`src/rtl/led_sequencer.sv`:
```
// led_sequencer: pattern scheduler for the four green LEDs (LEDG).
// A prescaler produces one pattern step every TICK_DIV cycles of CLOCK_50.
// An IDLE/RUN/PAUSE controller latches the pattern on a START rising edge,
// steps it on each prescaler wrap, freezes it while HOLD is high and clears
// it while STOP is high.
// Optional build macro: LEDSEQ_AUTOSTOP_EN. When it is defined, a run ends by
// itself on the RUN_TICKS-th tick, and that end is flagged with a one-cycle
// DONE pulse. When it is undefined, DONE is tied low and a run only ends on
// STOP or reset.

module led_sequencer #(
   parameter int TICK_DIV  = 25000000,
   parameter int RUN_TICKS = 16
) (
   input  logic       CLOCK_50,
   input  logic       RST_N,
   input  logic [1:0] MODE,
   input  logic       START,
   input  logic       STOP,
   input  logic       HOLD,
   output logic [3:0] LEDG,
   output logic       BUSY,
   output logic       TICK,
   output logic       DONE
);

   localparam int PW = $clog2(TICK_DIV);
   localparam logic [PW-1:0] PRESC_MAX = PW'(TICK_DIV - 1);

   localparam logic [1:0] MODE_BLINK  = 2'b00;
   localparam logic [1:0] MODE_CHASE  = 2'b01;
   localparam logic [1:0] MODE_COUNT  = 2'b10;
   localparam logic [1:0] MODE_BOUNCE = 2'b11;

   typedef enum logic [1:0] {
      IDLE  = 2'b00,
      RUN   = 2'b01,
      PAUSE = 2'b10
   } state_t;

   // Out-of-range parameters leave a clearly named, empty scope in the
   // elaborated hierarchy so a bad configuration is easy to spot.
   if (TICK_DIV < 2 || RUN_TICKS < 1) begin : g_param_range_violation
   end

   state_t          state;
   logic [PW-1:0]   prescaler;
   logic [1:0]      mode_q;
   logic            start_hist;
   logic            bounce_up;
   logic            start_edge;

`ifdef LEDSEQ_AUTOSTOP_EN
   localparam int CW = $clog2(RUN_TICKS + 1);
   localparam logic [CW-1:0] LAST_STEP = CW'(RUN_TICKS - 1);
   logic [CW-1:0]   tick_count;
   logic            done_q;
`endif

   // First value shown when a run starts in the given mode.
   function automatic logic [3:0] initial_pattern(input logic [1:0] m);
      logic [3:0] p;
      p = 4'b0000;
      case (m)
         MODE_BLINK:  p = 4'b1111;
         MODE_CHASE:  p = 4'b0001;
         MODE_COUNT:  p = 4'b0000;
         MODE_BOUNCE: p = 4'b0001;
         default:     p = 4'b0000;
      endcase
      return p;
   endfunction

   // Bounce direction after a step: turn around at either end of the bar.
   function automatic logic next_direction(input logic [3:0] led, input logic up);
      logic d;
      d = up;
      if (led == 4'b1000) begin
         d = 1'b0;
      end else if (led == 4'b0001) begin
         d = 1'b1;
      end
      return d;
   endfunction

   // Next pattern value for the latched mode.
   function automatic logic [3:0] next_pattern(input logic [1:0] m,
                                               input logic [3:0] led,
                                               input logic up);
      logic [3:0] p;
      logic       d;
      p = led;
      d = next_direction(led, up);
      case (m)
         MODE_BLINK:  p = ~led;
         MODE_CHASE:  p = {led[2:0], led[3]};
         MODE_COUNT:  p = led + 4'd1;
         MODE_BOUNCE: p = d ? {led[2:0], 1'b0} : {1'b0, led[3:1]};
         default:     p = led;
      endcase
      return p;
   endfunction

   assign start_edge = START & ~start_hist;

   // Controller: reset, then STOP, then start edge, then HOLD, then the
   // prescaler tick, in that order of precedence each cycle. Leaving PAUSE
   // also counts that cycle on the prescaler so a HOLD of n cycles delays
   // the following steps by exactly n cycles.
   always_ff @(posedge CLOCK_50) begin
      if (!RST_N) begin
         state      <= IDLE;
         LEDG       <= 4'b0000;
         BUSY       <= 1'b0;
         TICK       <= 1'b0;
         prescaler  <= '0;
         mode_q     <= 2'b00;
         start_hist <= 1'b1;
         bounce_up  <= 1'b1;
`ifdef LEDSEQ_AUTOSTOP_EN
         tick_count <= '0;
         done_q     <= 1'b0;
`endif
      end else begin
         start_hist <= START;
         TICK       <= 1'b0;
`ifdef LEDSEQ_AUTOSTOP_EN
         done_q     <= 1'b0;
`endif
         if (STOP) begin
            state     <= IDLE;
            LEDG      <= 4'b0000;
            BUSY      <= 1'b0;
            prescaler <= '0;
`ifdef LEDSEQ_AUTOSTOP_EN
            tick_count <= '0;
`endif
         end else if (start_edge) begin
            mode_q    <= MODE;
            LEDG      <= initial_pattern(MODE);
            BUSY      <= 1'b1;
            prescaler <= '0;
            bounce_up <= 1'b1;
            state     <= HOLD ? PAUSE : RUN;
`ifdef LEDSEQ_AUTOSTOP_EN
            tick_count <= '0;
`endif
         end else if (state == IDLE) begin
            LEDG <= 4'b0000;
            BUSY <= 1'b0;
         end else if (HOLD) begin
            state <= PAUSE;
         end else begin
            state <= RUN;
            if (prescaler == PRESC_MAX) begin
               prescaler <= '0;
`ifdef LEDSEQ_AUTOSTOP_EN
               if (tick_count == LAST_STEP) begin
                  state      <= IDLE;
                  LEDG       <= 4'b0000;
                  BUSY       <= 1'b0;
                  tick_count <= '0;
                  done_q     <= 1'b1;
               end else begin
                  tick_count <= tick_count + 1'b1;
                  LEDG       <= next_pattern(mode_q, LEDG, bounce_up);
                  bounce_up  <= next_direction(LEDG, bounce_up);
                  TICK       <= 1'b1;
               end
`else
               LEDG      <= next_pattern(mode_q, LEDG, bounce_up);
               bounce_up <= next_direction(LEDG, bounce_up);
               TICK      <= 1'b1;
`endif
            end else begin
               prescaler <= prescaler + 1'b1;
            end
         end
      end
   end

`ifdef LEDSEQ_AUTOSTOP_EN
   assign DONE = done_q;
`else
   assign DONE = 1'b0;
`endif

endmodule

```
`config.mk`:
```
export PLATFORM = sky130hd
export DESIGN_NAME = led_sequencer
export DESIGN_NICKNAME = d
export VERILOG_FILES = /design/src/rtl/led_sequencer.sv
export SDC_FILE = /design/constraint.sdc
export NUM_CORES = 1
export LEC_CHECK = 0
export ABC_AREA = 1
export CELL_PAD_IN_SITES_DETAIL_PLACEMENT = 1
export CELL_PAD_IN_SITES_GLOBAL_PLACEMENT = 1
export CORE_UTILIZATION = 38
export CTS_BUF_LIST = sky130_fd_sc_hd__clkbuf_2
export CTS_CLUSTER_DIAMETER = 100
export DETAILED_ROUTE_END_ITERATION = 8
export DONT_BUFFER_PORTS = 1
export PLACE_DENSITY_LB_ADDON = 0.1
export SLEW_MARGIN = 20
export SYNTH_ARGS = -nofsm -noshare
export SYNTH_HDL_FRONTEND = slang
export SYNTH_SLANG_ARGS = --single-unit
```
`constraint.sdc`:
```
create_clock -name CLOCK_50 -period 2 [get_ports CLOCK_50]
set_clock_uncertainty 0.2 [all_clocks]
set_input_delay 0.4 -clock CLOCK_50 [delete_from_list [all_inputs] [get_ports CLOCK_50]]
set_output_delay 0.4 -clock CLOCK_50 [all_outputs]
set_load 0.02 [all_outputs]
```
==> impl.org <==
** Run status
- The run finished with clean final reports.

** Layout
- In the final layout, the share of cells above drive strength 1 is 11.6%.
- Cells fill 44.6% of the core in the end.
- Fill cells in the final layout number ~820.
- The repair_antennas step left the layout with diodes totalling 0.
- For this run, the post-layout net count is 416.
- The finished layout holds 481 standard cells, fillers aside.
- Compared with the post-synthesis result, the final layout area differs by 13.5%.

** Synth
- Cell variety after synth :: 30
- In the synthesized netlist, the number of instances is around 390.
- FF+latch count, synth :: 37
- Summed over its instances, the top area cell type makes up around a third of the synthesized netlist area.
- Avg Cell Area, Syn :: 6.05 um^2
- During synthesis, Yosys emitted a total of 0 warnings.
- Post-synthesis cell area :: 2330 um^2
- Biggest area consumer among synthesized cells :: sky130_fd_sc_hd__dfxtp_1
- The number of nets handed over by synthesis was roughly 400.
- Sequential share of the synthesized area :: 31.8%
- Cells taking the most area after synthesis :: sky130_fd_sc_hd__dfxtp_1 (32%), sky130_fd_sc_hd__nand2_1 (17%), sky130_fd_sc_hd__nor2_1 (12%), sky130_fd_sc_hd__nand3_1 (8.0%), sky130_fd_sc_hd__inv_1 (7.3%)

** Min path
- Worst min path class :: input pin to register

** GRT
- Across every metal layer, demand over resource in global routing totals about a quarter.
- Pin count of the biggest net entering global routing :: 13
- The number of global-route vias before repair came to 2404.
- First-pass GRT wire length :: between 10000 and 15000 um
- The initial antenna violation count was 0.
- Total global routing overflow :: 0

** Die
- # rows :: 28
- Initial cell density of the core :: 39.3%
- Die height :: ~80 um
- The die is 80.3 um wide.
- Ports :: 14
- Core Footprint :: a little under 6000 um^2
- Die outline area :: ~6400 um^2

** STA
- Highest achievable clock rate :: 537 MHz
- Count of final hold-check violations :: 0
- Final critical-path required period :: between 1.5 and 2 ns
- Max-slew violations :: 0
- Number of failing setup endpoints in the final timing report :: 0
- The worst path uses between 90% and 100% of the clock period.
- RSZ-0062 raised after global routing :: true

** Setup path
- Worst EP arrival :: a little under 2 ns
- The worst setup path is of the register to register kind.
- STA classifies the critical path startpoint as a register.
- Of all nets on the critical path, the largest fanout is 8.
- Endpoint required time on the critical path :: 2.11 ns
- Worst setup EP type :: register

** Route
- The routed design has around 7100 um of wire.
- Met3 Routed Length :: 210 um
- Routed via count :: between 2000 and 2500
- The first routing iteration left between 100 and 150 violations.
- Post-detailed-route DRC marker count :: 0
- Dividing the detail-routed wire length by the instance count gives around 15 um.
- Antenna-violating nets left :: 0
- After detailed routing, no signal wire sits above met4.
- Dividing the detail-routed via count by the number of cells gives a little over 5.
- Number of optimization iterations in the first detailed-route pass :: 4
- After detailed routing, the wire length on met1 is between 3000 and 4000 um.
- After detailed routing, the met2 layer carries ~3200 um of wire.

** Pwr
- For this design the ratio of total power to cell area is approximately 550 nW/um^2.
- Worst supply voltage drop on vdd :: ~0.00025 V
- In this run the static leakage power is ~1.1 nW.

** Placement
- The HPWL after detailed placement is ~5700 um.
- The count of buffers added on input and output ports is 0.
- The number of placed instances, taps included, is approximately 470.
- Weighted congestion at the end of routability-driven global placement :: around 0.85

** Clock network
- For the worst-skew pair, the clock arrives at the later sink with an insertion delay of approximately 0.4 ns.
- The longest clock path from root to sink contains 2 buffers.
- Once the clock tree was built, the setup fixing pass inserted 0 buffers.
- Total clock buffers created by CTS :: 5
- Clock-pin slew was measured on the worst setup and hold paths at 0.21 ns.
- TritonCTS built the clock tree.
- Clk root buf :: sky130_fd_sc_hd__clkbuf_2
- TritonCTS sink count :: 37
- CTS built an H-tree with a depth of 2.

** Flow run
- Max-cap violation count :: 0
[final timing paths]
path                        end  slack (ns)          from  cells after the start
setup / recovery  prescaler[10]        0.14  prescaler[0]                     10
hold / removal        mode_q[0]        0.03       MODE[0]                      2
setup reg to reg  prescaler[10]        0.14  prescaler[0]                     10
hold reg to reg       bounce_up        0.31     bounce_up                      2
[routing by layer]
layer  global-route usage (%)  vias to the layer above
met5                        0                        -
met4                     5.18                        0
met3                     3.98                        9
met2                     37.2                       40
met1                     35.0                     1167
li1                         -                     1260
[power by group]
group | internal (mW) | switching, mW | total, mW
Sequential | 0.744 | 0.00553 | 0.749
Clock | 0.335 | 0.280 | 0.614
Combinational | 0.0272 | 0.0542 | 0.0814
[cell type report]
cell class	count	area [um^2]	share of cell area (%)
Clock inverter	3	65.1	2.46
Inverter	48	183	6.91
Tap cell	75	93.8	3.55
Multi-Input combinational cell	295	1380	52.3
Timing Repair Buffer	18	148	5.59
Sequential cell	37	746	28.2
Clock buffer	5	25.0	0.947
[repair_timing]
item / CTS / global route
gates resized for setup: 0 / 6
endpoints found under the setup margin: 0 / 9
hold buffers: 5 / 0
hold endpoints to repair: 7 / 0
[flip-flops by register name (all words and copies together) (netlist names)]
register,cells
BUSY,1
LEDG,4
TICK,1
bounce_up,1
mode_q,2
prescaler,25
start_hist,1
state,2
[placed cells by master (no fill, tap or decap), types with 4 or more instances in the layout]
master | netlist | final
sky130_fd_sc_hd__o21ai_0 | 5 | 5
sky130_fd_sc_hd__nand4_1 | 7 | 7
sky130_fd_sc_hd__nand2_2 | 5 | 4
sky130_fd_sc_hd__a21oi_1 | 22 | 22
sky130_fd_sc_hd__nand2_1 | 104 | 104
sky130_fd_sc_hd__ha_1 | 4 | 4
sky130_fd_sc_hd__nor3_1 | 8 | 8
sky130_fd_sc_hd__dfxtp_2 | 0 | 4
sky130_fd_sc_hd__clkbuf_2 | 0 | 5
sky130_fd_sc_hd__nor2_1 | 75 | 75
sky130_fd_sc_hd__nand3_1 | 37 | 37
sky130_fd_sc_hd__dfxtp_1 | 37 | 33
sky130_fd_sc_hd__nor2_2 | 4 | 4
sky130_fd_sc_hd__buf_4 | 1 | 13
sky130_fd_sc_hd__inv_1 | 45 | 44
sky130_fd_sc_hd__dlygate4sd3_1 | 0 | 5
[critical path: stages (launching register included)]
cell                      delay, ns
sky130_fd_sc_hd__dfxtp_2       0.41
sky130_fd_sc_hd__ha_1          0.20
sky130_fd_sc_hd__inv_2         0.05
sky130_fd_sc_hd__nor2_4        0.16
sky130_fd_sc_hd__nand2_2       0.11
sky130_fd_sc_hd__nor2_4        0.14
sky130_fd_sc_hd__nand4_2       0.17
sky130_fd_sc_hd__nand2_4       0.16
sky130_fd_sc_hd__inv_4         0.07
sky130_fd_sc_hd__nand2_1       0.06
sky130_fd_sc_hd__nor2_1        0.04
[Yosys cell counts, drive strengths merged]
cell type and n:
nand2 109, nor2 81, inv 48, nand3 38, dfxtp 37, a21oi 22
nand4 9, nor3 9, o21ai 6, buf 5, ha 4, nor4 3
or2 3, xnor2 3, xor2 3, a22oi 1, a31oi 1, conb 1
nand3b 1, nor3b 1
[kinds of logic after synthesis]
family                   count (synthesis)  share of synthesized area, %
AND/OR/NAND/NOR                        254                          48.0
buffers and inverters                   53                          9.03
flip-flops                              37                          31.8
AO/OA/AOI/OAI                           30                          6.61
XOR/XNOR                                 6                          2.26
adder cells (fa/ha/maj)                  4                          2.15
other                                    1                         0.161
[metrics by stage]
stage / total power [mW] / hold slack (ns) / TNS (ns) / cell area, um^2 / setup WS, ns
global placement: 0.833 / 0.262 / 0 / 2490 / 0.198
detailed placement: 0.834 / 0.276 / 0 / 2490 / 0.0921
global route: 1.50 / 0.0111 / -0.0431 / 2640 / -0.0204
finish: 1.45 / 0.0324 / 0 / 2640 / 0.136
CTS: 1.46 / 0.0151 / 0 / 2630 / 0.0350
floorplan: 0.814 / 0.242 / 0 / 2330 / 0.280
(Power assumes the default switching activity.)
